[src/rtl/fp_round_pkg.sv]
// Shared types and helpers for the floating-point rounding datapath.
package fp_round_pkg;

    // Rounding modes carried with each beat
    typedef enum logic [2:0] {
        RNE = 3'd0,
        RTZ = 3'd1,
        RUP = 3'd2,
        RDN = 3'd3,
        RMM = 3'd4
    } rnd_mode_t;

    // Output classification
    typedef enum logic [1:0] {
        CLS_NORMAL = 2'd0,
        CLS_ZERO   = 2'd1,
        CLS_INF    = 2'd2,
        CLS_NAN    = 2'd3
    } fp_class_t;

    // Map the raw 3-bit mode field onto a legal mode; unused codes fall back to RNE
    function automatic rnd_mode_t legal_mode(input logic [2:0] raw);
        rnd_mode_t m;
        case (raw)
            3'd1:    m = RTZ;
            3'd2:    m = RUP;
            3'd3:    m = RDN;
            3'd4:    m = RMM;
            default: m = RNE;
        endcase
        return m;
    endfunction

    // Decide whether the mantissa must be incremented by one ulp
    function automatic logic round_inc(input rnd_mode_t mode,
                                       input logic      sign,
                                       input logic      lsb,
                                       input logic      r,
                                       input logic      s);
        logic inc;
        case (mode)
            RTZ:     inc = 1'b0;
            RUP:     inc = (r | s) & ~sign;
            RDN:     inc = (r | s) & sign;
            RMM:     inc = r;
            default: inc = r & (s | lsb);
        endcase
        return inc;
    endfunction

endpackage

[src/rtl/fp_classify.sv]
// Combinational classifier: biased exponent and mantissa -> NORMAL/ZERO/INF/NAN.
module fp_classify
    import fp_round_pkg::*;
#(
    parameter int MANT_W = 24,
    parameter int EXP_W  = 8
) (
    input  logic [EXP_W-1:0]  expo,
    input  logic [MANT_W-1:0] mant,
    output fp_class_t         cls
);

    // All-ones exponent encodes Inf/NaN, split by the fraction field
    always_comb begin
        cls = CLS_NORMAL;
        if (&expo) begin
            cls = (|mant[MANT_W-2:0]) ? CLS_NAN : CLS_INF;
        end else if ((expo == '0) && (mant == '0)) begin
            cls = CLS_ZERO;
        end
    end

endmodule

[src/rtl/float_round_unit.sv]
// Two-stage rounding unit: S1 decides the increment and adds it, S2 renormalises
// a mantissa carry, saturates on exponent overflow and classifies the result.
module float_round_unit
    import fp_round_pkg::*;
#(
    parameter int MANT_W = 24,
    parameter int EXP_W  = 8
) (
    input  logic              Clock,
    input  logic              Reset,
    input  logic              in_valid,
    output logic              in_ready,
    input  logic              in_sign,
    input  logic [EXP_W-1:0]  in_exp,
    input  logic [MANT_W-1:0] in_mant,
    input  logic              in_guard,
    input  logic              in_sticky,
    input  logic              in_zero,
    input  logic [2:0]        rnd_mode,
    output logic              out_valid,
    input  logic              out_ready,
    output logic              out_sign,
    output logic [EXP_W-1:0]  out_exp,
    output logic [MANT_W-1:0] out_mant,
    output logic              out_inexact,
    output logic              out_overflow,
    output logic [1:0]        out_class
);

    localparam logic [EXP_W-1:0]  EXP_ALL1 = {EXP_W{1'b1}};
    localparam logic [EXP_W-1:0]  EXP_MAXF = {{(EXP_W-1){1'b1}}, 1'b0};
    localparam logic [MANT_W-1:0] MANT_MAX = {MANT_W{1'b1}};

    // Overflow result: Inf or the largest finite value, depending on direction of rounding
    function automatic logic [EXP_W+MANT_W-1:0] sat_result(input rnd_mode_t mode,
                                                            input logic      sign);
        logic to_inf;
        case (mode)
            RTZ:     to_inf = 1'b0;
            RUP:     to_inf = ~sign;
            RDN:     to_inf = sign;
            default: to_inf = 1'b1;
        endcase
        return to_inf ? {EXP_ALL1, {MANT_W{1'b0}}} : {EXP_MAXF, MANT_MAX};
    endfunction

    logic en1, en2;

    // S1 registers
    logic              vld_p1;
    logic              sign_p1;
    logic [EXP_W-1:0]  exp_p1;
    logic [MANT_W:0]   sum_p1;
    rnd_mode_t         mode_p1;
    logic              inexact_p1;

    // S2 registers
    logic              vld_p2;
    logic              sign_p2;
    logic [EXP_W-1:0]  exp_p2;
    logic [MANT_W-1:0] mant_p2;
    logic              inexact_p2;
    logic              overflow_p2;
    fp_class_t         class_p2;

    // A stage may load when it is empty or its contents move on this cycle
    assign en2      = !vld_p2 | out_ready;
    assign en1      = !vld_p1 | en2;
    assign in_ready = en1;

    // ---- Stage 0 -> S1: increment decision and add ----
    rnd_mode_t         mode_p0;
    logic              special_p0;
    logic              inc_p0;
    logic              sign_p0;
    logic [EXP_W-1:0]  exp_p0;
    logic [MANT_W:0]   sum_p0;
    logic              inexact_p0;

    assign mode_p0    = legal_mode(rnd_mode);
    assign special_p0 = &in_exp;

    // Zero and Inf/NaN inputs bypass rounding; everything else adds the increment
    always_comb begin
        inc_p0     = 1'b0;
        sign_p0    = in_sign;
        exp_p0     = in_exp;
        sum_p0     = {1'b0, in_mant};
        inexact_p0 = 1'b0;
        if (in_zero) begin
            sign_p0 = (mode_p0 == RDN);
            exp_p0  = '0;
            sum_p0  = '0;
        end else if (!special_p0) begin
            inc_p0     = round_inc(mode_p0, in_sign, in_mant[0], in_guard, in_sticky);
            sum_p0     = {1'b0, in_mant} + {{MANT_W{1'b0}}, inc_p0};
            inexact_p0 = in_guard | in_sticky;
        end
    end

    // S1 pipeline register, advances when the stage can accept
    always_ff @(posedge Clock or negedge Reset) begin
        if (!Reset) begin
            vld_p1     <= 1'b0;
            sign_p1    <= 1'b0;
            exp_p1     <= '0;
            sum_p1     <= '0;
            mode_p1    <= RNE;
            inexact_p1 <= 1'b0;
        end else if (en1) begin
            vld_p1 <= in_valid;
            if (in_valid) begin
                sign_p1    <= sign_p0;
                exp_p1     <= exp_p0;
                sum_p1     <= sum_p0;
                mode_p1    <= mode_p0;
                inexact_p1 <= inexact_p0;
            end
        end
    end

    // ---- S1 -> S2: carry renormalisation, overflow saturation, classify ----
    logic              carry_p1;
    logic [EXP_W:0]    exp_inc_p1;
    logic [EXP_W-1:0]  exp_res_p1;
    logic [MANT_W-1:0] mant_res_p1;
    logic              inexact_res_p1;
    logic              overflow_res_p1;
    fp_class_t         class_res_p1;

    assign carry_p1   = sum_p1[MANT_W];
    assign exp_inc_p1 = {1'b0, exp_p1} + {{EXP_W{1'b0}}, 1'b1};

    // A carry out of the mantissa shifts right by one and bumps the exponent
    always_comb begin
        exp_res_p1      = exp_p1;
        mant_res_p1     = sum_p1[MANT_W-1:0];
        inexact_res_p1  = inexact_p1;
        overflow_res_p1 = 1'b0;
        if (carry_p1) begin
            mant_res_p1 = sum_p1[MANT_W:1];
            exp_res_p1  = exp_inc_p1[EXP_W-1:0];
            if (exp_inc_p1[EXP_W-1:0] == EXP_ALL1) begin
                overflow_res_p1             = 1'b1;
                inexact_res_p1              = 1'b1;
                {exp_res_p1, mant_res_p1}   = sat_result(mode_p1, sign_p1);
            end
        end
    end

    fp_classify #(
        .MANT_W (MANT_W),
        .EXP_W  (EXP_W)
    ) u_classify (
        .expo (exp_res_p1),
        .mant (mant_res_p1),
        .cls  (class_res_p1)
    );

    // S2 pipeline register, held while the downstream stalls
    always_ff @(posedge Clock or negedge Reset) begin
        if (!Reset) begin
            vld_p2      <= 1'b0;
            sign_p2     <= 1'b0;
            exp_p2      <= '0;
            mant_p2     <= '0;
            inexact_p2  <= 1'b0;
            overflow_p2 <= 1'b0;
            class_p2    <= CLS_NORMAL;
        end else if (en2) begin
            vld_p2 <= vld_p1;
            if (vld_p1) begin
                sign_p2     <= sign_p1;
                exp_p2      <= exp_res_p1;
                mant_p2     <= mant_res_p1;
                inexact_p2  <= inexact_res_p1;
                overflow_p2 <= overflow_res_p1;
                class_p2    <= class_res_p1;
            end
        end
    end

    assign out_valid    = vld_p2;
    assign out_sign     = sign_p2;
    assign out_exp      = exp_p2;
    assign out_mant     = mant_p2;
    assign out_inexact  = inexact_p2;
    assign out_overflow = overflow_p2;
    assign out_class    = class_p2;

endmodule
[config.mk]
export PLATFORM = sky130hd
export DESIGN_NAME = float_round_unit
export DESIGN_NICKNAME = d
export VERILOG_FILES = /design/src/rtl/fp_round_pkg.sv /design/src/rtl/fp_classify.sv /design/src/rtl/float_round_unit.sv
export SDC_FILE = /design/constraint.sdc
export NUM_CORES = 1
export LEC_CHECK = 0
export BUFFER_PORTS_ARGS = -buffer_cell sky130_fd_sc_hd__buf_4
export CORE_ASPECT_RATIO = 1.1
export CORE_MARGIN = 1
export CORE_UTILIZATION = 50
export CTS_BUF_LIST = sky130_fd_sc_hd__clkbuf_8 sky130_fd_sc_hd__clkbuf_16
export DETAILED_ROUTE_END_ITERATION = 12
export PLACE_DENSITY_LB_ADDON = 0.1
export REMOVE_ABC_BUFFERS = 1
export SLEW_MARGIN = 20
export SYNTH_ARGS = -nofsm -noshare
export SYNTH_HDL_FRONTEND = slang
export SYNTH_SLANG_ARGS = --single-unit
[constraint.sdc]
create_clock -name Clock -period 2.95 [get_ports Clock]
set_clock_uncertainty 0.2 [all_clocks]
set_input_delay 0.4425 -clock Clock [delete_from_list [all_inputs] [get_ports Clock]]
set_output_delay 0.4425 -clock Clock [all_outputs]
set_load 0.03 [all_outputs]
==> results of run 1 <==
[critical path: cells and delay by family (launching register included)]
kind | cells | cell delay [ps]
DFF | 1 | 500
adders and majority gates | 1 | 300
muxes | 1 | 200
and+or+nand+nor | 3 | 830
AOI/OAI and AO/OA | 3 | 520
[where the power goes]
part	switching (mW)	internal, mW
Sequential	0.134	1.19
Clock	0.389	0.299
Combinational	0.409	0.282
[sequential cells by signal (all words and copies together), names as in the netlist]
| signal | flops |
|---|---|
| exp_p1 | 8 |
| inexact_p1 | 1 |
| mode_p1 | 3 |
| out_class | 2 |
| out_exp | 8 |
| out_inexact | 1 |
| out_mant | 24 |
| out_overflow | 1 |
| out_sign | 1 |
| out_valid | 1 |
| sign_p1 | 1 |
| sum_p1 | 25 |
| vld_p1 | 1 |
[placed cells by master (no fill, tap or decap), types with 3 or more instances in the layout]
master,n
a31oi_1,3
a21oi_1,10
nand3_1,12
and3_1,5
nand2b_1,13
nor3_1,6
o21ai_0,42
nor2b_1,3
ha_1,4
mux2i_1,3
dfrtp_1,77
inv_1,7
nor2_1,46
or2_2,3
mux2_2,5
a211oi_1,20
nand4_1,7
buf_4,93
clkinvlp_4,4
xor2_1,14
a21boi_0,3
a21o_1,3
clkbuf_8,9
nand2_1,86
xnor2_1,16
o31ai_1,29
[area by class of cell]
| class | instances | area (µm²) |
|---|---|---|
| fillers | 738 | 2940 |
| clock buffers | 9 | 124 |
| well taps | 108 | 135 |
| inverters | 6 | 22.5 |
| flip-flops and latches | 77 | 1930 |
| repair buffers | 94 | 718 |
| clock inverters | 7 | 43.8 |
| multi-input cells | 370 | 2180 |
[worst paths after layout]
path	endpoint	slack (ps)	cells past startpoint
setup / recovery	out_class[0]$_DFFE_PN0P_	320	8
hold / removal	out_valid$_DFFE_PN0P_	30	1
setup reg to reg	out_class[0]$_DFFE_PN0P_	320	8
hold reg to reg	out_exp[0]$_DFFE_PN0P_	280	1
max in group asynchronous	exp_p1[5]$_DFFE_PN0P_	1910	1
min in group Clock	vld_p1$_DFFE_PN0N_	90	2
[stage by stage]
| step | power [mW] | worst slack [ps] | area [µm²] | hold slack (ps) | cells |
|---|---|---|---|---|---|
| finish | 2.70 | 321 | 5150 | 26.7 | 671 |
| global route | 2.84 | 75.6 | 5150 | 106 | 671 |
| CTS | 2.73 | 226 | 5140 | 74.3 | 671 |
| detailed placement | 2.04 | 165 | 4980 | 272 | 655 |
| global placement | 2.02 | 242 | 4980 | 258 | 655 |
| floorplan | 1.72 | 202 | 4120 | -53.1 | 453 |
[cells by family after synthesis]
| logic type | after synthesis | synth area share |
|---|---|---|
| compound gates | 127 | 0.196 |
| xor+xnor | 30 | 0.0617 |
| fa+ha+maj | 4 | 0.0118 |
| buf+inv | 38 | 0.0376 |
| flops | 77 | 0.452 |
| mux | 8 | 0.0203 |
| simple gates | 201 | 0.220 |
[per-layer routing]
metal / routed length (µm) / GRT usage
met5: 0 / 0
met4: 140 / 0.0918
met3: 493 / 0.0255
met2: 4870 / 0.397
met1: 4690 / 0.328
[timing repair]
action	CTS	global route
gates resized for setup	0	1
setup endpoints to repair	0	1
hold buffers	0	0
setup buffers	0	0
==> summary.md, run 1 <==
| Metric | Value |
|---|---|
| Status | `finished clean` |
| Post-layout net count | `605` |
| Routability cong. | `0.911` |
| Reg2reg start | `exp_p1[1]$_DFFE_PN0P_` |
| Total global-route track usage | `0.240` |
| Path type of the worst min-delay path | `input pin to async pin` |
| Drt initial violations | `213` |
| Synth Flop Type | `dfrtp_1` |
| Critical Path End Type | `register` |
| DRT Wirelength | `10.2 mm` |
| First-pass GRT wire length | `17.1 mm` |
| Worst path max stage delay | `500 ps` |
| Dpl hpwl | `7.65 mm` |
| Setup TNS | `0 ps` |
| Final setup fails | `0` |
| Antenna viol nets, final | `0` |
| Synthesized flop and latch total | `77` |
| Cts bufs inserted | `9` |
| Die Wd | `90 µm` |
| CTS tree | `yes` |
| Via Count | `3,735` |
| Critical path class | `register to register` |
| Cell taking the most area after synthesis | `dfrtp_1` |
| DRC errors left | `0` |
| Die Y | `98.8 µm` |
| Max-slew violations | `0` |
| GR Overflow Total | `0` |
| Leakage power | `2.27 nW` |
| Post-synth EDFFs | `0` |
| CP Data Required Time | `3020 ps` |
| Number of global-route vias before repair | `3,488` |
| Area Growth Syn to Fin | `20.8%` |
| Fmax achieved | `380 MHz` |
| Count of cell types in the netlist | `55` |
| Cell chain of the critical path | `ha_1, and4b_1, o211ai_1, and2_2, a31o_2, a41oi_1, nor3_2, mux2i_1` |
| Root Buffer | `clkbuf_8` |
| Ys async rst share | `1.00` |
| Final hold vios | `0` |
| Unrepaired setup endpoints after global routing | `no` |
| Antenna violations before repair | `0` |
| Vias per cell | `5.57` |
| Worst EP arrival | `2700 ps` |
| Skew-Pair Late Insertion Delay | `350 ps` |
| IO Count | `82` |
| H-tree levels | `3` |
| CTS Buffer Depth | `2` |
| Startpoint types | `register` |
| Cell with the most instances after synthesis | `nand2_1` |
| Fin crit period | `2630 ps` |
| Slew HR | `0.370` |
| Synth Area per Inst | `8.78 µm²` |
| CP Launch Point | `exp_p1[1]$_DFFE_PN0P_` |
| Synth area leaders | `dfrtp_1 (45%), nand2_1 (7.7%), o31ai_1 (5.1%), o21ai_0 (4.9%), nor2_1 (4.1%)` |
| Clock Sinks | `77` |
| Largest net degree at the start of global routing | `78` |
| Worst-path fanout max | `11` |
| Post-synth top cells | `nand2_1 (87), dfrtp_1 (77), nor2_1 (46)` |
| Drt pass-1 iters | `4` |
| Sequential share of the synthesized area | `0.452` |
| Share of cells above drive strength 1 | `0.220` |
| Worst-path clk slew | `80 ps` |
| DR WL/cell | `15.2 µm` |
| Core Box Area | `8080 µm²` |
| Syn Inst Count | `485` |
| Worst-Margin Slew | `946 ps` |
| Final Cycle Share | `0.891` |
| Die footprint | `8890 µm²` |
| Initial Util | `0.527` |
| Crit path max-delay cell type | `dfrtp_1` |
| Pwr dens | `525 nW/µm²` |
| MaxCap Viol Count | `0` |
| Mapped Area | `4260 µm²` |
| Core Rows | `34` |
| Synth warn | `0` |
| ANT cells | `0` |
| Post-layout util | `0.637` |
| Area share of the largest cell type after synthesis | `0.452` |
| Max IR drop VDD | `0.260 mV` |
| Port bufs | `81` |
Note: power is estimated with default switching activity, not from simulation.
==> run 2: changes to the inputs <==
--- a/config.mk
+++ b/config.mk
@@ -5,6 +5,7 @@
 export SDC_FILE = /design/constraint.sdc
 export NUM_CORES = 1
 export LEC_CHECK = 0
+export ABC_AREA = 1
 export BUFFER_PORTS_ARGS = -buffer_cell sky130_fd_sc_hd__buf_4
 export CORE_ASPECT_RATIO = 1.1
 export CORE_MARGIN = 1
==> run 2 against run 1 <==
Against the previous run:
- combinational power increased by 40%
- clock power increased by 9.6%
- die area decreased by 0.38%
- register-to-register slack got worse by 140 ps
- final cell count increased by 16%
- first-iteration DRC count decreased by 7.5%
- setup slack got worse by 140 ps
- sequential power about the same
- flip-flop and latch count unchanged
- total power increased by 13%
- critical endpoint unchanged
==> summary.md, run 2 <==
| Metric | Value |
|---|---|
| Synthesized flop and latch total | `77` |
| Count of cell types in the netlist | `32` |
| Total global-route track usage | `0.249` |
| Die footprint | `8860 µm²` |
| Synth warn | `0` |
| Filler cells | `753` |
| Post-synth top cells | `nand2_1 (187), dfrtp_1 (77), inv_1 (64)` |
| Pwr dens | `581 nW/µm²` |
| Root Buffer | `clkbuf_8` |
| Worst-path clk slew | `80 ps` |
| Met3 usage | `0.0293` |
| Startpoint types | `register` |
| Critical Path End Type | `register` |
| Share of cells above drive strength 1 | `0.194` |
| Cell total after placement | `762` |
| Unrepaired setup endpoints after global routing | `yes` |
| Slew HR | `0.583` |
| ANT cells | `0` |
| Leakage power | `2.69 nW` |
| Skew-Pair Late Insertion Delay | `350 ps` |
| Die Wd | `89.8 µm` |
| Worst path max stage delay | `440 ps` |
| Post-synth EDFFs | `0` |
| Fin crit period | `2770 ps` |
| Antenna violations before repair | `0` |
| Grt peak-use layer | `met2` |
| Setup Buffers After CTS | `0` |
| Routability cong. | `0.911` |
| Core Rows | `34` |
| Cell chain of the critical path | `ha_1, nand2_1, nand2_1, nor2_1, nand3_1, nor2_4, nand3_2, buf_4, nand3_1, nand2_1, nand2_1, nor2_1, nand2_1, nor2_1, nand2_1, nand2_1, nand2_1, nand2_1` |
| Max-slew violations | `0` |
| Critical path class | `register to register` |
| Area Growth Syn to Fin | `23.9%` |
| CP Data Required Time | `2990 ps` |
| Clock Sinks | `77` |
| Worst Path Buf+Inv | `1` |
| Sequential share of the synthesized area | `0.454` |
| DR WL/cell | `13.5 µm` |
| Synth area leaders | `dfrtp_1 (45%), nand2_1 (17%), o21ai_0 (7.0%), inv_1 (5.7%), nand3_1 (4.0%)` |
| Drt initial violations | `197` |
| Worst-Margin Slew | `624 ps` |
| Core Box Area | `8080 µm²` |
| IO Count | `82` |
| Final hold vios | `0` |
| Commonest non-fill, non-tap cell in the layout | `nand2_1` |
| Post-layout net count | `713` |
| Port bufs | `81` |
| Path type of the worst min-delay path | `input pin to register` |
| Fmax achieved | `362 MHz` |
| Placed cell areas | `5040 µm²` |
| MaxCap Viol Count | `0` |
| CTS Buffer Depth | `2` |
| Vias per cell | `5.25` |
| Syn Inst Count | `577` |
| Cts bufs inserted | `9` |
| Commonest non-fill, non-tap cells in the layout | `nand2_1 (186), buf_4 (99), dfrtp_1 (77)` |
| Cell taking the most area after synthesis | `dfrtp_1` |
| Max reg flops | `25` |
| GR Util met1 | `0.329` |
| GR Overflow Total | `0` |
| Fin cells | `779` |
| Synth Flop Type | `dfrtp_1` |
| DRC errors left | `0` |
| Number of global-route vias before repair | `3,941` |
| Largest net degree at the start of global routing | `78` |
| Die Y | `98.6 µm` |
| H-tree levels | `3` |
| Crit path max-delay cell type | `dfrtp_1` |
| Largest Register | `sum_p1` |
| Setup TNS | `0 ps` |
| Drt pass-1 iters | `5` |
| Worst-path fanout max | `11` |
| Max IR drop VDD | `0.335 mV` |
| Setup ws final | `184 ps` |
| Initial Util | `0.525` |
| Ys async rst share | `1.00` |
| Worst EP arrival | `2800 ps` |
| Pre-CTS setup slack | `-156 ps` |
| Cell with the most instances after synthesis | `nand2_1` |
| Final Cycle Share | `0.937` |
| Met2 Use GR | `0.412` |
| Status | `finished clean` |
| Via Count | `4,092` |
| Mapped Area | `4240 µm²` |
| Crit path top cell by count | `nand2_1` |
| Antenna viol nets, final | `0` |
| First-pass GRT wire length | `17.8 mm` |
| DRT Wirelength | `10.5 mm` |
| Area share of the largest cell type after synthesis | `0.454` |
| CTS tree | `yes` |
| Final instance area | `5260 µm²` |
| Dpl hpwl | `7.63 mm` |
| Synth Area per Inst | `7.35 µm²` |
| Final setup fails | `0` |
| Largest delay share family, worst path | `simple AND/OR/NAND/NOR gates` |
==> run 2: cell count changes in the layout (fill, tap and decap cells not counted), moves of 6 or more <==
cell / previous run / this run
nand2_1: 86 / 186
inv_1: 7 / 65
o31ai_1: 29 / 0
nand3_1: 12 / 34
a211oi_1: 20 / 0
o22ai_1: 1 / 21
o21ai_0: 42 / 57
nand2b_1: 13 / 0
nor2_1: 46 / 36
xnor2_1: 16 / 7
o21ai_1: 1 / 8
buf_4: 93 / 99
==> run 2: timing repair <==
action	CTS	global route
endpoints found under the setup margin	0	4
hold buffers	1	0
hold endpoints to repair	77	0
gates resized for setup	0	7
==> run 2: logic make-up (layout without fill, tap and decap cells) <==
| group | after synthesis | in the layout | synth area share |
|---|---|---|---|
| simple gates | 290 | 290 | 0.285 |
| compound gates | 98 | 98 | 0.127 |
| buf+inv | 90 | 184 | 0.0846 |
| flops | 77 | 77 | 0.454 |
| xor+xnor | 18 | 18 | 0.0372 |
| fa+ha+maj | 4 | 4 | 0.0118 |
==> run 2: final timing paths <==
path / start / endpoint / slack (ps) / cells after the start
min in group asynchronous: Reset / out_exp[3]$_DFFE_PN0P_ / 440 / 3
max in group asynchronous: Reset / out_mant[7]$_DFFE_PN0P_ / 1780 / 3
setup / recovery: exp_p1[1]$_DFFE_PN0P_ / out_class[0]$_DFFE_PN0P_ / 180 / 18
hold reg to reg: out_mant[6]$_DFFE_PN0P_ / out_mant[6]$_DFFE_PN0P_ / 290 / 2
hold / removal: in_sign / sign_p1$_DFFE_PN0P_ / 160 / 3
setup reg to reg: exp_p1[1]$_DFFE_PN0P_ / out_class[0]$_DFFE_PN0P_ / 180 / 18
==> run 2: through the flow <==
step           total power, mW   util  hold WS, ps
6_report                  3.05  0.650          157
5_1_grt                   3.23  0.650          149
4_1_cts                   3.07  0.648          148
3_5_place_dp              2.32  0.623          273
3_3_place_gp              2.30  0.623          265
2_1_floorplan             1.93      -        -53.1
==> run 2: where the power goes <==
part           switching [mW]  leakage, nW  internal (mW)
registers               0.102         1.00           1.23
logic                   0.615         1.58          0.351
clock network           0.383        0.104          0.371
==> run 2: cell type report <==
| cell class | count | area, µm² | share of cell area |
|---|---|---|---|
| multi-input cells | 410 | 1980 | 0.377 |
| flip-flops and latches | 77 | 1930 | 0.366 |
| inverters | 67 | 251 | 0.0478 |
| well taps | 108 | 135 | 0.0257 |
| clock buffers | 12 | 165 | 0.0314 |
| clock inverters | 4 | 22.5 | 0.00428 |
| repair buffers | 101 | 773 | 0.147 |
==> run 2: metal layers <==
layer  vias to the layer above  share of wire
met5                         -              0
met4                         0          0.016
met3                        14          0.038
met2                       114           0.48
met1                      1923           0.47
li1                       2041              -
==> run 2: worst min-delay path, delay by kind of cell <==
| family | cells | cell delay, ps |
|---|---|---|
| buffers and inverters | 1 | 90 |
| AO/OA/AOI/OAI | 1 | 80 |
| AND/OR/NAND/NOR | 1 | 50 |
